==> src/rtl/expand_burst.sv <==
// Expands {burst_len, base_addr} descriptors into a per-beat address stream, one beat per cycle.
// Optional macro EXPAND_BURST_BOUNDARY_SPLIT_EN also flags beats that precede a 4 KB crossing.
module expand_burst #(
  parameter int unsigned AddrWidth         = 64,
  parameter int unsigned DataWidthBytesLog = 6,
  parameter int unsigned BurstLenWidth     = 8
) (
  input  logic                               clk,
  input  logic                               rst_n,
  input  logic [BurstLenWidth+AddrWidth-1:0] burst_dout,
  input  logic                               burst_empty_n,
  output logic                               burst_read,
  output logic [AddrWidth:0]                 addr_din,
  input  logic                               addr_full_n,
  output logic                               addr_write
);

  localparam int unsigned HiWidth  = AddrWidth - DataWidthBytesLog;
  localparam int unsigned PageBits = 12 - DataWidthBytesLog;

  localparam logic [HiWidth-1:0]       HiOne  = 1;
  localparam logic [BurstLenWidth-1:0] LenOne = 1;

  typedef enum logic [0:0] {StIdle, StEmit} state_e;

  state_e                   state_q, state_d;
  logic [HiWidth-1:0]       cur_hi_q, cur_hi_d;
  logic [DataWidthBytesLog-1:0] lo_q, lo_d;
  logic [BurstLenWidth-1:0] remaining_q, remaining_d;

  logic [BurstLenWidth-1:0]     desc_len;
  logic [HiWidth-1:0]           desc_hi;
  logic [DataWidthBytesLog-1:0] desc_lo;
  logic                         rem_zero;
  logic                         last;
  logic                         pop;
  logic                         push;

  assign desc_len = burst_dout[BurstLenWidth+AddrWidth-1 -: BurstLenWidth];
  assign desc_hi  = burst_dout[AddrWidth-1:DataWidthBytesLog];
  assign desc_lo  = burst_dout[DataWidthBytesLog-1:0];
  assign rem_zero = (remaining_q == '0);

`ifdef EXPAND_BURST_BOUNDARY_SPLIT_EN
  // Page-offset bits of the beat all ones: the next beat starts a new 4 KB page.
  assign last = rem_zero | (&cur_hi_q[PageBits-1:0]);
`else
  assign last = rem_zero;
`endif

  always_comb begin
    state_d     = state_q;
    cur_hi_d    = cur_hi_q;
    lo_d        = lo_q;
    remaining_d = remaining_q;
    pop         = 1'b0;
    push        = 1'b0;
    unique case (state_q)
      StIdle: begin
        pop = burst_empty_n;
        if (burst_empty_n) begin
          cur_hi_d    = desc_hi;
          lo_d        = desc_lo;
          remaining_d = desc_len;
          state_d     = StEmit;
        end
      end
      StEmit: begin
        push = addr_full_n;
        if (addr_full_n) begin
          if (!rem_zero) begin
            cur_hi_d    = cur_hi_q + HiOne;
            remaining_d = remaining_q - LenOne;
          end else begin
            // Final beat: chain straight into the next descriptor to avoid a bubble.
            pop = burst_empty_n;
            if (burst_empty_n) begin
              cur_hi_d    = desc_hi;
              lo_d        = desc_lo;
              remaining_d = desc_len;
            end else begin
              state_d = StIdle;
            end
          end
        end
      end
      default: state_d = StIdle;
    endcase
  end

  // Outputs are forced quiet while reset is held, independent of FIFO status.
  always_comb begin
    burst_read = pop & rst_n;
    addr_write = push & rst_n;
    addr_din   = rst_n ? {last, cur_hi_q, lo_q} : '0;
  end

  always_ff @(posedge clk or negedge rst_n) begin
    if (!rst_n) begin
      state_q     <= StIdle;
      cur_hi_q    <= '0;
      lo_q        <= '0;
      remaining_q <= '0;
    end else begin
      state_q     <= state_d;
      cur_hi_q    <= cur_hi_d;
      lo_q        <= lo_d;
      remaining_q <= remaining_d;
    end
  end

endmodule

==> config.mk <==
export PLATFORM = sky130hd
export DESIGN_NAME = expand_burst
export DESIGN_NICKNAME = d
export VERILOG_FILES = /design/src/rtl/expand_burst.sv
export SDC_FILE = /design/constraint.sdc
export NUM_CORES = 1
export LEC_CHECK = 0
export CORE_ASPECT_RATIO = 2
export CORE_MARGIN = 3
export CORE_UTILIZATION = 50
export CTS_BUF_LIST = sky130_fd_sc_hd__clkbuf_4 sky130_fd_sc_hd__clkbuf_8 sky130_fd_sc_hd__clkbuf_16
export CTS_CLUSTER_DIAMETER = 100
export DETAILED_ROUTE_END_ITERATION = 12
export PLACE_DENSITY = 0.83
export SKIP_LAST_GASP = 1
export SYNTH_ARGS = -nofsm -noshare
export SYNTH_HDL_FRONTEND = slang
export SYNTH_SLANG_ARGS = --single-unit
export TNS_END_PERCENT = 5
==> constraint.sdc <==
create_clock -name clk -period 7.1 [get_ports clk]
set_clock_uncertainty 0.1 [all_clocks]
set_input_delay 1.42 -clock clk [delete_from_list [all_inputs] [get_ports clk]]
set_output_delay 1.42 -clock clk [all_outputs]
set_load 0.02 [all_outputs]
==> results.cfg, run 1 <==
[run_status]
run_status = finished, final reports clean

[clock_network]
tritoncts = built
post-cts-setup-buffer-count = 0
h-tree-depth = 3
cts_root_buf = clkbuf_16
numClockSinks = 73
clk_pin_slew_ns = 0.06
post_cts_resized = 0
holdBufCountCts = 0
cts_buffers = 9
cts_buffer_depth = 2
clock_latency_ns = 0.34

[route]
vias = 5747
drtIter0Drc = 627
drt-total-wl_um = 17700
drt_first_pass_iters = 6
via_per_inst = 6.37
avgRoutedWirePerCell_um = 19.6
postRouteAntennaNets = 0
drc = 0

[timing]
setup_viol = 0
hold_violations = 0
maxSlewViolCount = 0
slew_headroom_pct = 30.9
setup_ws_ns = 1.97
fin_crit_sh_pct = 72.3
max_freq_mhz = 195
min_period_ns = 5.13
tightest_slew_ns = 1.03
setup_tns_ns = 0
rsz0062_at_grt = no

[logic_synthesis]
yosysSeqAreaShare_pct = 36.0
synth_area_mm2 = 0.00508
synth_common_cells = nand2_1 (95), dfrtp_1 (73), and2_1 (71)
synth_area_leaders = dfrtp_1 (36%), and2_1 (8.8%), nand2_1 (7.0%), o21ai_0 (4.1%), nor2_1 (3.5%)
syn_inst = 644
synth_top_area_share_pct = 36.0
yosysUniqueCellTypes = 61
postSynth.asyncResetShare_pct = 100
syn_nets = 722
synthFlopType = dfrtp_1
avgSynthCellArea_um2 = 7.88
postSynthRegisterBits = 73
synth_most_common_cell = nand2_1
yosysWarnings = 0
synth_edf_count = 0
synth_top_area_cell = dfrtp_1

[cells_and_area]
stdcell_count = 902
nFillCells = 853
nets = 843
diodes = 0
layout-drive-gt1-share_pct = 5.19
regArea_mm2 = 0.00183
multi_input_area_mm2 = 0.00308
area_delta_synth_final_pct = 35.5

[grt]
grt_first_pass_wirelength_um = 27900
grt_max_degree = 65
gr-total-overflow = 0
antenna_found_initial = 0
grt_pass1_vias = 5613
gr-usage-all-layers_pct = 30.4

[power_and_ir_drop]
combPwrFrac_pct = 37.9
seq_power_share_pct = 38.2
power.leakage_nw = 2.72
switching_share_pct = 39.3
intPower_mw = 1.19
ir_drop_uv = 185
powerDensity_mw_per_mm2 = 285
p_sw_uw = 770
clockPowerShare_pct = 23.9

[worst_hold_path]
hold_path_class = flop to flop

[floorplan]
die_h_um = 148
num_io_pins = 143
dieArea_mm2 = 0.0115
core_region_area_mm2 = 0.00983
start_util_pct = 51.7
die_w_um = 77.2
rows = 51

[placed_design]
place_ws_ns = 2.00
dp.cells = 886
dp_hpwl_um = 12600
port_buffers = 142
gp_congestion = 0.937

[worst_setup_path]
path_class = input port to output pin
cp.required_ns = 5.58
startpoint_type = input port
cp_max_fo = 13
worstPathArrival_ns = 3.61
critPathCaptureType = output pin

[run]
maxCapViolCount = 0
sequential cells by signal (all words and copies together), names as in the netlist:
signal and count:
remaining_q 8, lo_q 6, cur_hi_q 58, state_q 1
power groups by stage:
stage	clock network, mW	logic, mW	registers, mW
after global routing	0.486	0.809	0.772
after global placement	0	0.714	0.739
final	0.468	0.744	0.749
after detailed placement	0	0.735	0.748
after CTS	0.468	0.740	0.741
after floorplan	0	0.473	0.681
cell usage in the layout, fill, tap and decap left out, types with 3 or more instances in the layout:
cell             instances
clkdlybuf4s50_1        141
nand2_1                 95
dfrtp_1                 73
and2_1                  71
nor2_1                  47
o21ai_0                 42
a21oi_1                 31
nand4_1                 28
nand3_1                 28
nor3_1                  21
mux2i_1                 15
and3_1                  12
o211ai_1                12
a22oi_1                 12
nor4_1                  10
clkbuf_16                9
inv_1                    8
a31oi_1                  8
buf_4                    8
a221o_1                  7
o22ai_1                  7
a21o_1                   6
a211oi_1                 6
o41ai_1                  5
nand2b_1                 4
o211a_1                  4
or2_2                    3
o311ai_0                 3
and4_1                   3
a32oi_1                  3
clkbuf_4                 3
stage by stage:
stage | hold WS [ns] | cell area [um^2] | power, mW | utilization [%]
2_1_floorplan | 0.338 | 5080 | 1.15 | -
3_3_place_gp | 0.353 | 6580 | 1.45 | 66.9
3_5_place_dp | 0.358 | 6580 | 1.48 | 66.9
4_1_cts | 0.371 | 6880 | 1.95 | 70.0
5_1_grt | 0.381 | 6880 | 2.07 | 70.0
6_report | 0.374 | 6880 | 1.96 | 70.0
cell type report:
| cell class | count | area share, % |
|---|---|---|
| clock buffers | 13 | 3.80 |
| clock inverters | 3 | 0.582 |
| inverters | 8 | 0.437 |
| multi-input cells | 524 | 44.8 |
| flip-flops and latches | 73 | 26.6 |
| well taps | 132 | 2.40 |
| repair buffers | 149 | 21.4 |
routing by layer:
metal / GRT usage, % / vias to the layer above / part of all wire, %
li1: - / 2604 / -
met5: 0 / - / 0
met4: 18.8 / 0 / 5.1
met3: 3.27 / 65 / 6.8
met2: 55.5 / 350 / 53
met1: 32.8 / 2728 / 35
worst paths after layout:
path / start / depth (start not counted) / slack, ns / end
worst max-delay path: addr_full_n / 6 / 1.97 / burst_read
worst min-delay path: lo_q[3] / 2 / 0.37 / lo_q[3]
worst max register to register: remaining_q[0] / 7 / 3.25 / cur_hi_q[24]
worst min register to register: lo_q[3] / 2 / 0.37 / lo_q[3]
max in group asynchronous: rst_n / 2 / 5.05 / cur_hi_q[45]
min in group asynchronous: rst_n / 1 / 1.00 / lo_q[0]
kinds of logic after synthesis:
logic type	Yosys count	synth area share [%]
mux	17	3.40
fa+ha+maj	2	0.493
compound gates	163	21.1
buf+inv	47	3.65
xor+xnor	3	0.518
simple gates	339	34.8
flops	73	36.0
worst max-delay path, cell delays in order:
cell,delay [ns]
clkdlybuf4s50_1,0.77
nand2b_1,0.35
nand2_1,0.16
nor2_4,0.17
and2_1,0.13
clkdlybuf4s50_1,0.60
Note: power is estimated with default switching activity, not from simulation.
==> run 2, diff against run 1 <==
Settings changed: CORE_UTILIZATION 50 to 44, PLACE_DENSITY 0.83 to 0.77.
Clock period 7.1 ns to 4.5 ns, I/O delays scaled along.
==> results.cfg, run 2 (synthesis gave the netlist of run 1 again) <==
[grt]
grt_max_degree = 56
antenna_found_initial = 0
grt_pass1_vias = 5658
gr-total-overflow = 0
gr-usage-all-layers_pct = 28.4
grt_first_pass_wirelength_um = 28200

[worst_setup_path]
startpoint_type = input port
crit_path_top_delay_cell = clkdlybuf4s50_1
worstPathArrival_ns = 2.77
slowest_delay_ns = 0.60
path_buf_inv = 2
crit_chain = clkdlybuf4s50_1 > nand2b_1 > nand2_1 > nor2_4 > and2_1 > clkdlybuf4s50_1
cp_max_fo = 6
path_class = input port to output pin
crit_top_cell = clkdlybuf4s50_1
cp.required_ns = 3.50
critPathCaptureType = output pin
cpLargestDelayFamily = buffers and inverters

[clock_network]
numClockSinks = 73
cts_root_buf = clkbuf_16
clock_latency_ns = 0.34
post-cts-setup-buffer-count = 0
cts_buffer_depth = 2
holdBufCountCts = 0
cts_buffers = 9
h-tree-depth = 3
tritoncts = built
post_cts_resized = 0
clk_pin_slew_ns = 0.06

[cells_and_area]
reg_top3 = cur_hi_q (58), remaining_q (8), lo_q (6)
largest-register = cur_hi_q
layout-drive-gt1-share_pct = 5.68
utilization_pct = 62.4
area_delta_synth_final_pct = 36.2
regArea_mm2 = 0.00183
multi_input_area_mm2 = 0.00308
diodes = 0
final_area_mm2 = 0.00692
nFillCells = 990
largest_reg_flops = 58
final_cell_mix = clkdlybuf4s50_1 (141), nand2_1 (95), dfrtp_1 (73)
final_common_cell = clkdlybuf4s50_1
nets = 848

[timing]
setup_ws_ns = 0.734
min_period_ns = 3.77
setup_viol = 0
rsz0062_at_grt = no
fin_crit_sh_pct = 83.7
setup_tns_ns = 0
hold_violations = 0
tightest_slew_ns = 0.968
slew_headroom_pct = 34.9
max_freq_mhz = 266
maxSlewViolCount = 0

[route]
vias = 5707
drt-total-wl_um = 18100
drc = 0
postRouteAntennaNets = 0
avgRoutedWirePerCell_um = 19.9
drt_first_pass_iters = 7
drtIter0Drc = 584
via_per_inst = 6.24

[power_and_ir_drop]
power_mw = 3.06
power.leakage_nw = 2.73
powerDensity_mw_per_mm2 = 443
ir_drop_uv = 294

[floorplan]
num_io_pins = 143
die_h_um = 158
dieArea_mm2 = 0.0129
rows = 54
die_w_um = 82.0
core_region_area_mm2 = 0.0111
start_util_pct = 45.8

[placed_design]
gp_congestion = 0.950
dp_hpwl_um = 13300
place_ws_ns = 0.748
port_buffers = 142
placedInstanceArea_mm2 = 0.00663

[run]
maxCapViolCount = 0

[worst_hold_path]
hold_path_class = flop to flop

[run_status]
run_status = finished, final reports clean
==> run 2: cell count changes in the layout (fill, tap and decap cells not counted), sizes merged <==
cell,delta
buf,+5
clkbuf,-4
clkinvlp,+2
clkinv,+1
==> run 2: worst paths after layout <==
check	from	end	slack, ns	cells after the start
min reg2reg	lo_q[1]	lo_q[1]	0.37	2
max in group asynchronous	rst_n	cur_hi_q[7]	3.03	3
max reg2reg	remaining_q[0]	cur_hi_q[47]	1.54	8
min in group asynchronous	rst_n	remaining_q[1]	0.40	1
max	addr_full_n	burst_read	0.73	6
min	lo_q[1]	lo_q[1]	0.37	2
==> run 2: stage by stage <==
step / hold WS [ns] / std cells
5_1_grt: 0.410 / 914
6_report: 0.375 / 914
2_1_floorplan: 0.338 / 644
3_3_place_gp: 0.352 / 899
4_1_cts: 0.381 / 914
3_5_place_dp: 0.367 / 899
==> run 2: per-layer routing <==
layer,part of all wire [%],vias to the layer above,GRT usage [%]
met2,54,312,50.8
met5,0,-,0
met4,5.7,0,16.4
li1,-,2620,-
met3,6.8,74,4.16
met1,33,2701,30.6
==> run 2: final cells by class <==
cell class / instances / area share, %
clock buffer: 9 / 3.26
clock inverter: 6 / 0.868
timing repair buffer: 154 / 22.0
sequential: 73 / 26.4
inverter: 8 / 0.434
multi-input combinational: 524 / 44.5
tap: 140 / 2.53
==> run 2: power by group <==
group	internal (mW)	switching (mW)	total, mW
logic	0.556	0.618	1.17
clock network	0.423	0.280	0.702
registers	0.869	0.317	1.19
==> run 2: worst min-delay path: stages, from the launching register on <==
cell     delay, ns
dfrtp_1       0.34
nand2_1       0.05
nand2_1       0.05
